$ cat config.mk
export PLATFORM = sky130hd
export DESIGN_NAME = fetch_buf
export DESIGN_NICKNAME = d
export VERILOG_FILES = /design/src/rtl/fetch_buf.sv
export SDC_FILE = /design/constraint.sdc
export NUM_CORES = 1
export LEC_CHECK = 0
export CAP_MARGIN = 20
export CORE_ASPECT_RATIO = 1.75
export CORE_UTILIZATION = 61
export DETAILED_ROUTE_END_ITERATION = 10
export GPL_TIMING_DRIVEN = 0
export PLACE_DENSITY = 0.86
export SLEW_MARGIN = 25
export SYNTH_ARGS = -nofsm -noshare
export SYNTH_HDL_FRONTEND = slang
export SYNTH_SLANG_ARGS = --single-unit
$ cat constraint.sdc
create_clock -name clk -period 4.7 [get_ports clk]
set_input_delay 0.94 -clock clk [delete_from_list [all_inputs] [get_ports clk]]
set_output_delay 0.94 -clock clk [all_outputs]
set_load 0.03 [all_outputs]
$ cat src/rtl/fetch_buf.sv
// Instruction fetch buffer: queues {pc, insn} pairs from IRAM and hands the
// oldest to decode over valid/ready, with flush, kill and stall handling.
module fetch_buf #(
  parameter int unsigned DEPTH = 4
) (
  input  logic        clk,
  input  logic        rst,
  input  logic        i_flush,
  input  logic        i_valid,
  input  logic [63:0] i_pc,
  input  logic [31:0] i_insn,
  output logic        o_stall,
  output logic        o_valid,
  output logic [63:0] o_pc,
  output logic [31:0] o_insn,
  input  logic        i_ready,
  output logic        o_ovf
);

  localparam int unsigned AW = $clog2(DEPTH);
  localparam int unsigned CW = AW + 1;

  logic [AW-1:0] rd_ptr;
  logic [AW-1:0] wr_ptr;
  logic [CW-1:0] count;
  logic          kill;
  logic          ovf;
  logic [61:0]   pc_mem   [DEPTH];
  logic [31:0]   insn_mem [DEPTH];

  logic full;
  logic pop;
  logic push;
  logic ovf_set;

  // Handshake qualifiers; a word arriving right after a redirect is stale.
  always_comb begin
    full    = (count == CW'(DEPTH));
    pop     = o_valid & i_ready;
    push    = i_valid & ~kill & ~i_flush & (~full | pop);
    ovf_set = i_valid & ~kill & ~i_flush & full & ~pop;
  end

  assign o_valid = (count != '0);
  assign o_pc    = {pc_mem[rd_ptr], 2'b00};
  assign o_insn  = insn_mem[rd_ptr];
  // Threshold leaves one slot for the word already in flight from fetch.
  assign o_stall = (count >= CW'(DEPTH - 1)) & ~i_flush;
  assign o_ovf   = ovf;

  always_ff @(posedge clk or negedge rst) begin
    if (!rst) begin
      rd_ptr <= '0;
      wr_ptr <= '0;
      count  <= '0;
      kill   <= 1'b0;
      ovf    <= 1'b0;
      for (int i = 0; i < DEPTH; i++) begin
        pc_mem[i]   <= '0;
        insn_mem[i] <= '0;
      end
    end else begin
      kill <= i_flush;
      if (ovf_set) begin
        ovf <= 1'b1;
      end
      if (push) begin
        pc_mem[wr_ptr]   <= i_pc[63:2];
        insn_mem[wr_ptr] <= i_insn;
      end
      if (i_flush) begin
        rd_ptr <= '0;
        wr_ptr <= '0;
        count  <= '0;
      end else begin
        if (push) begin
          wr_ptr <= wr_ptr + AW'(1);
        end
        if (pop) begin
          rd_ptr <= rd_ptr + AW'(1);
        end
        count <= count + CW'(push) - CW'(pop);
      end
    end
  end

endmodule

After elaboration in Yosys (flattened, before gate mapping)
Index checks and enable logic that the tools add are counted.

Bits in writable memories: 0. Input port bits: 101. Bits in read-only memories: 0. Logic and storage cells: 57. Bits in registers: 385. Output and inout port bits: 99. Latch bits: 0. Memories: 0.

Add/subtract/negate cells: 4. Reductions and logical operators: 4. Div/mod/pow operators: 0. $lt $le $gt $ge: 4. Multiplexer cells: 17. Equal/unequal tests: 1. Bitwise logic cells: 14. $mul: 0. Shifts and indexed selects: 0.

Operators by type and width (number): 248-bit bitwise mux (1); 62-bit two-way mux (3); 128-bit bitwise mux (1); 62-bit binary-select mux with 2-bit select (1); 62-bit demux with 2-bit select (1); 32-bit two-way mux (3); 32-bit binary-select mux with 2-bit select (1); 32-bit demux with 2-bit select (1); 2-bit two-way mux (4); 1-bit AND (7); 3-bit >= comparator, second input constant (2); 2-bit inverter with 3-bit output (2); 2-bit by 1-bit adder with 2-bit output, second input constant (2); 1-bit inverter (4); 2-bit nonzero test (2); 3-bit by 1-bit adder with 3-bit output (1); 3-bit == test, second input constant (1); 3-bit by 2-bit >= comparator with 1-bit output, second input constant (1); 3-bit by 1-bit less-than comparator with 1-bit output, second input constant (1); 3-bit two-way mux (1); 3-bit nonzero test (1); 3-bit by 1-bit subtractor with 3-bit output (1); 1-bit logical AND (1); 1-bit OR (1).

Depth between registers and ports, before layout
Depth after elaboration: 7. Gate-level depth with buffers: 9. Gate-level depth less buffers: 9.

Worst setup path before layout
OpenSTA, ideal clock, no wires.

Path kind: input to register. From: input i_flush. To: register count[2]. Required time: 4.569 ns. Stages on the path: 9. Buffers on the path: 1. Setup time: 0.131 ns. Arrival time: 2.606 ns. Path slack: 1.963 ns. Cells stage by stage: clkbuf_1 or3_1 ha_1 inv_1 ha_1 inv_1 fa_1 xor2_1 nor2_1.

Cells in the longest elaborated chain, start to end: 6.

Ends and longest elaborated chain: start, declared (RTL line 8) `input logic i_flush,`; 1-bit inverter (RTL line 40) `push = i_valid & ~kill & ~i_flush & (~full | pop);`; 1-bit AND (2 in a row) (RTL line 40); 3-bit by 1-bit adder with 3-bit output (RTL line 82) `count <= count + CW'(push) - CW'(pop);`; 3-bit by 1-bit subtractor with 3-bit output (RTL line 82); 3-bit two-way mux * (RTL line 71) `if (i_flush) begin`; end signal, assigned (RTL line 82); end, declared (RTL line 25) `logic [CW-1:0] count;`.

Mark *: on every way between the ends. The rest lies on a longest branch, timed or not. A chain may end at the register's enable or synchronous reset.

Worst setup path after layout
From: register rd_ptr[1]. To: output o_pc[45].

Cells in the longest elaborated chain, start to end: 4.

Ends and longest elaborated chain: start, declared (RTL line 23) `logic [AW-1:0] rd_ptr;`; start signal, assigned (RTL line 80) `rd_ptr <= rd_ptr + AW'(1);`; 2-bit inverter with 3-bit output (implied by the code) (RTL line 45) `assign o_pc = {pc_mem[rd_ptr], 2'b00};`; 62-bit binary-select mux with 2-bit select (RTL line 45); 62-bit two-way mux (implied by the code) (2 in a row) (RTL line 45); end, declared (RTL line 14) `output logic [63:0] o_pc,`.

No other way between the ends. The select of a mux whose other input is x is not followed.

==> impl_results.md <==
- Crit-path leading delay family: buffers and inverters
- Top-area cell type share of the netlist area: 0.544
- Max_slew headroom: 0.374
- Filler cells: around 1,600
- MaxCap Viol Count: 0
- DP Cell Count: 1,543
- Post-CTS Hold Fix Bufs: 0
- Maximum VDD drop: roughly 0.4 mV
- Status: finished clean
- P_leak: a little over 10 nW
- Pins over their slew limit: 0
- Mapped Cells: approximately 970
- Routed Antenna Nets: 0
- DIE AREA: 0.0297 mm^2
- GRT Total Usage: 0.259
- Fin. Hold Viols: 0
- Cell with the most instances after synthesis: dfrtp_1
- Post-synth EDFFs: 0
- Fin crit period: between 4 and 5 ns
- Drt total wl: approximately 37,000 um
- Number of global-route vias before repair: around 10,000
- Bufs on Longest Clock Path: 3
- Via density: slightly below 6
- Drt first pass iters: 5
- Sequential area share after synthesis: 0.544
- Reg2reg setup slack: roughly 2.2 ns
- RSZ-0062 raised after global routing: false
- CP startpoint kind: register
- Final worst path period share: 0.939
- Horiz. Die Dim: approximately 130 um
- Congestion Overflow GR: 0
- WP buf/inv: 4
- DR iter-0 viols: 318
- Register Area: ~0.0096 mm^2
- GPL Wtd Cong: a little under 0.8
- Asr flop ratio synth: 1.00
- Cell mode on critical path: clkbuf_1
- Hpwl dp: approximately 24,000 um
- Commonest cells in the synthesized netlist: dfrtp_1, mux2_4, mux2_2
- Pin count of the biggest net entering global routing: 100
- CTS Sinks: 385
- Clk slew on worst S/H paths: around 0.070 ns
- First-pass GRT wire length: between 50,000 and 60,000 um
- Hold slack: roughly 0.27 ns
- WP data required: 3.76 ns
- Worst hold path class: primary input to asynchronous set/reset pin
- Share of layout cells above drive strength 1: 0.472
- Area Overhead vs Synth: 21.3%
- Critical path class: register to output pin
- PortBufs: just under 200
- Least-Margin Pin Slew: about 0.94 ns
- Slowest cell on crit path: buf_1
- Max stage delay on crit path: just under 0.7 ns
- Post-synth top area cell: dfrtp_1
- #FFs+latches synth: slightly below 400
- Mapped Area: between 0.015 and 0.02 mm^2
- Critical path cell sequence: clkbuf_1, buf_1, clkbuf_1, mux4_2, clkdlybuf4s50_1
- Placeable Area: between 0.02 and 0.03 mm^2
- Worst clock skew: between 0.02 and 0.03 ns
- DRC: 0
- Worst Setup Slack, final: between 0.2 and 0.3 ns
- Clk Latency, worst-skew pair: 0.53 ns
- Yosys warns: 0
- Num ports: 200
- Htree depth: 2
- Final setup fails: 0
- Nets: roughly 1,300
- Vias: ~9,400
- Ys flop type: dfrtp_1
- Total chip power: between 0.01 and 0.015 W
- Max Freq: ~230 MHz
- DP Worst Slack: between 0.7 and 0.8 ns
- PD cells: a little under 600 mW/mm^2
- Post-cts gate resize count: 0
- Initial antenna violation count: 3
- WL/cell: 22.9 um
- Yosys cell types: 26
- CTS root buffer: clkbuf_16
- Crit end category: output pin
- Area of the multi-input gates: around 0.0076 mm^2
- Critical path peak fanout: 10
- # rows: 82
- Final non-filler cell total: 1,609
- Chip height: 227 um
- CTS tree: yes
- Avg Cell Area, Syn: between 15 and 20 um^2
- Critical path arrival: approximately 3.5 ns
- Initial core utilization: 0.619
- Post-CTS Setup Bufs: 0
- Synth top area cells: dfrtp_1, mux2_4, mux4_2, mux2_2, buf_6
- TritonCTS buffer count: 37
-- state kept, by name, summed over array words and instances, names as in the netlist --
| register | count |
|---|---|
| count | 3 |
| o_ovf | 1 |
| insn_mem | 128 |
| wr_ptr | 2 |
| kill | 1 |
| pc_mem | 248 |
| rd_ptr | 2 |
-- final timing paths --
path | from | end | depth (start not counted)
setup reg to reg | count[1] | count[2] | 9
min in group clk | o_ovf | o_ovf | 1
max in group asynchronous | rst | insn_mem[125] | 4
hold / removal | rst | pc_mem[166] | 1
setup / recovery | rd_ptr[1] | o_pc[45] | 5
hold reg to reg | o_ovf | o_ovf | 1
-- cell usage in the layout (no fill, tap or decap), types with 3 or more instances in the layout --
cell type,instances
dfrtp_1,385
mux2_4,240
clkdlybuf4s50_1,194
mux2_2,137
mux4_2,94
clkbuf_16,37
buf_6,28
clkbuf_1,25
buf_2,20
clkbuf_8,9
ha_1,7
nor2_1,6
inv_1,5
buf_1,4
or4b_1,4
bufinv_16,4
buf_16,4
diode_2,3
or3_1,3
-- kinds of logic (layout without fill, tap and decap cells) --
group                    count (synthesis)  after routing  share of synthesized area
multiplexers                           471            471                      0.410
flip-flops                             385            385                      0.544
buffers and inverters                   74            336                     0.0294
AND/OR/NAND/NOR                         16             16                    0.00615
adder cells (fa/ha/maj)                  8              8                    0.00608
AO/OA/AOI/OAI                            7              7                    0.00254
XOR/XNOR                                 3              3                    0.00148
other                                    1              5                   0.000212
-- layout make-up --
type,count,share of cell area
Clock inverter,7,0.00641
Timing Repair Buffer,199,0.0962
Antenna cell,3,0.000349
Tap cell,378,0.0220
Inverter,5,0.000874
Sequential cell,385,0.448
Clock buffer,56,0.0506
Multi-Input combinational cell,507,0.352
Buffer,69,0.0234
-- through the flow --
stage / setup TNS, ns / utilization / area (um^2)
2_1_floorplan: 0 / - / 17700
3_3_place_gp: -5123.87 / 0.704 / 20100
3_5_place_dp: 0 / 0.708 / 20300
4_1_cts: 0 / 0.750 / 21500
5_1_grt: 0 / 0.751 / 21500
6_report: 0 / 0.751 / 21500
-- per-layer routing --
| layer | GRT usage | wire (um) |
|---|---|---|
| met2 | 0.430 | 19000 |
| met4 | 0.112 | 1570 |
| met3 | 0.0541 | 1640 |
| met1 | 0.328 | 14700 |
| met5 | 0 | 0 |
-- where the power goes --
group | switching, W | internal (W)
combinational | 0.00228 | 0.00265
clock | 0.00124 | 0.00181
sequential | 0.000451 | 0.00411
total | 0.00396 | 0.00857
Power figures use the tool's default switching activity.
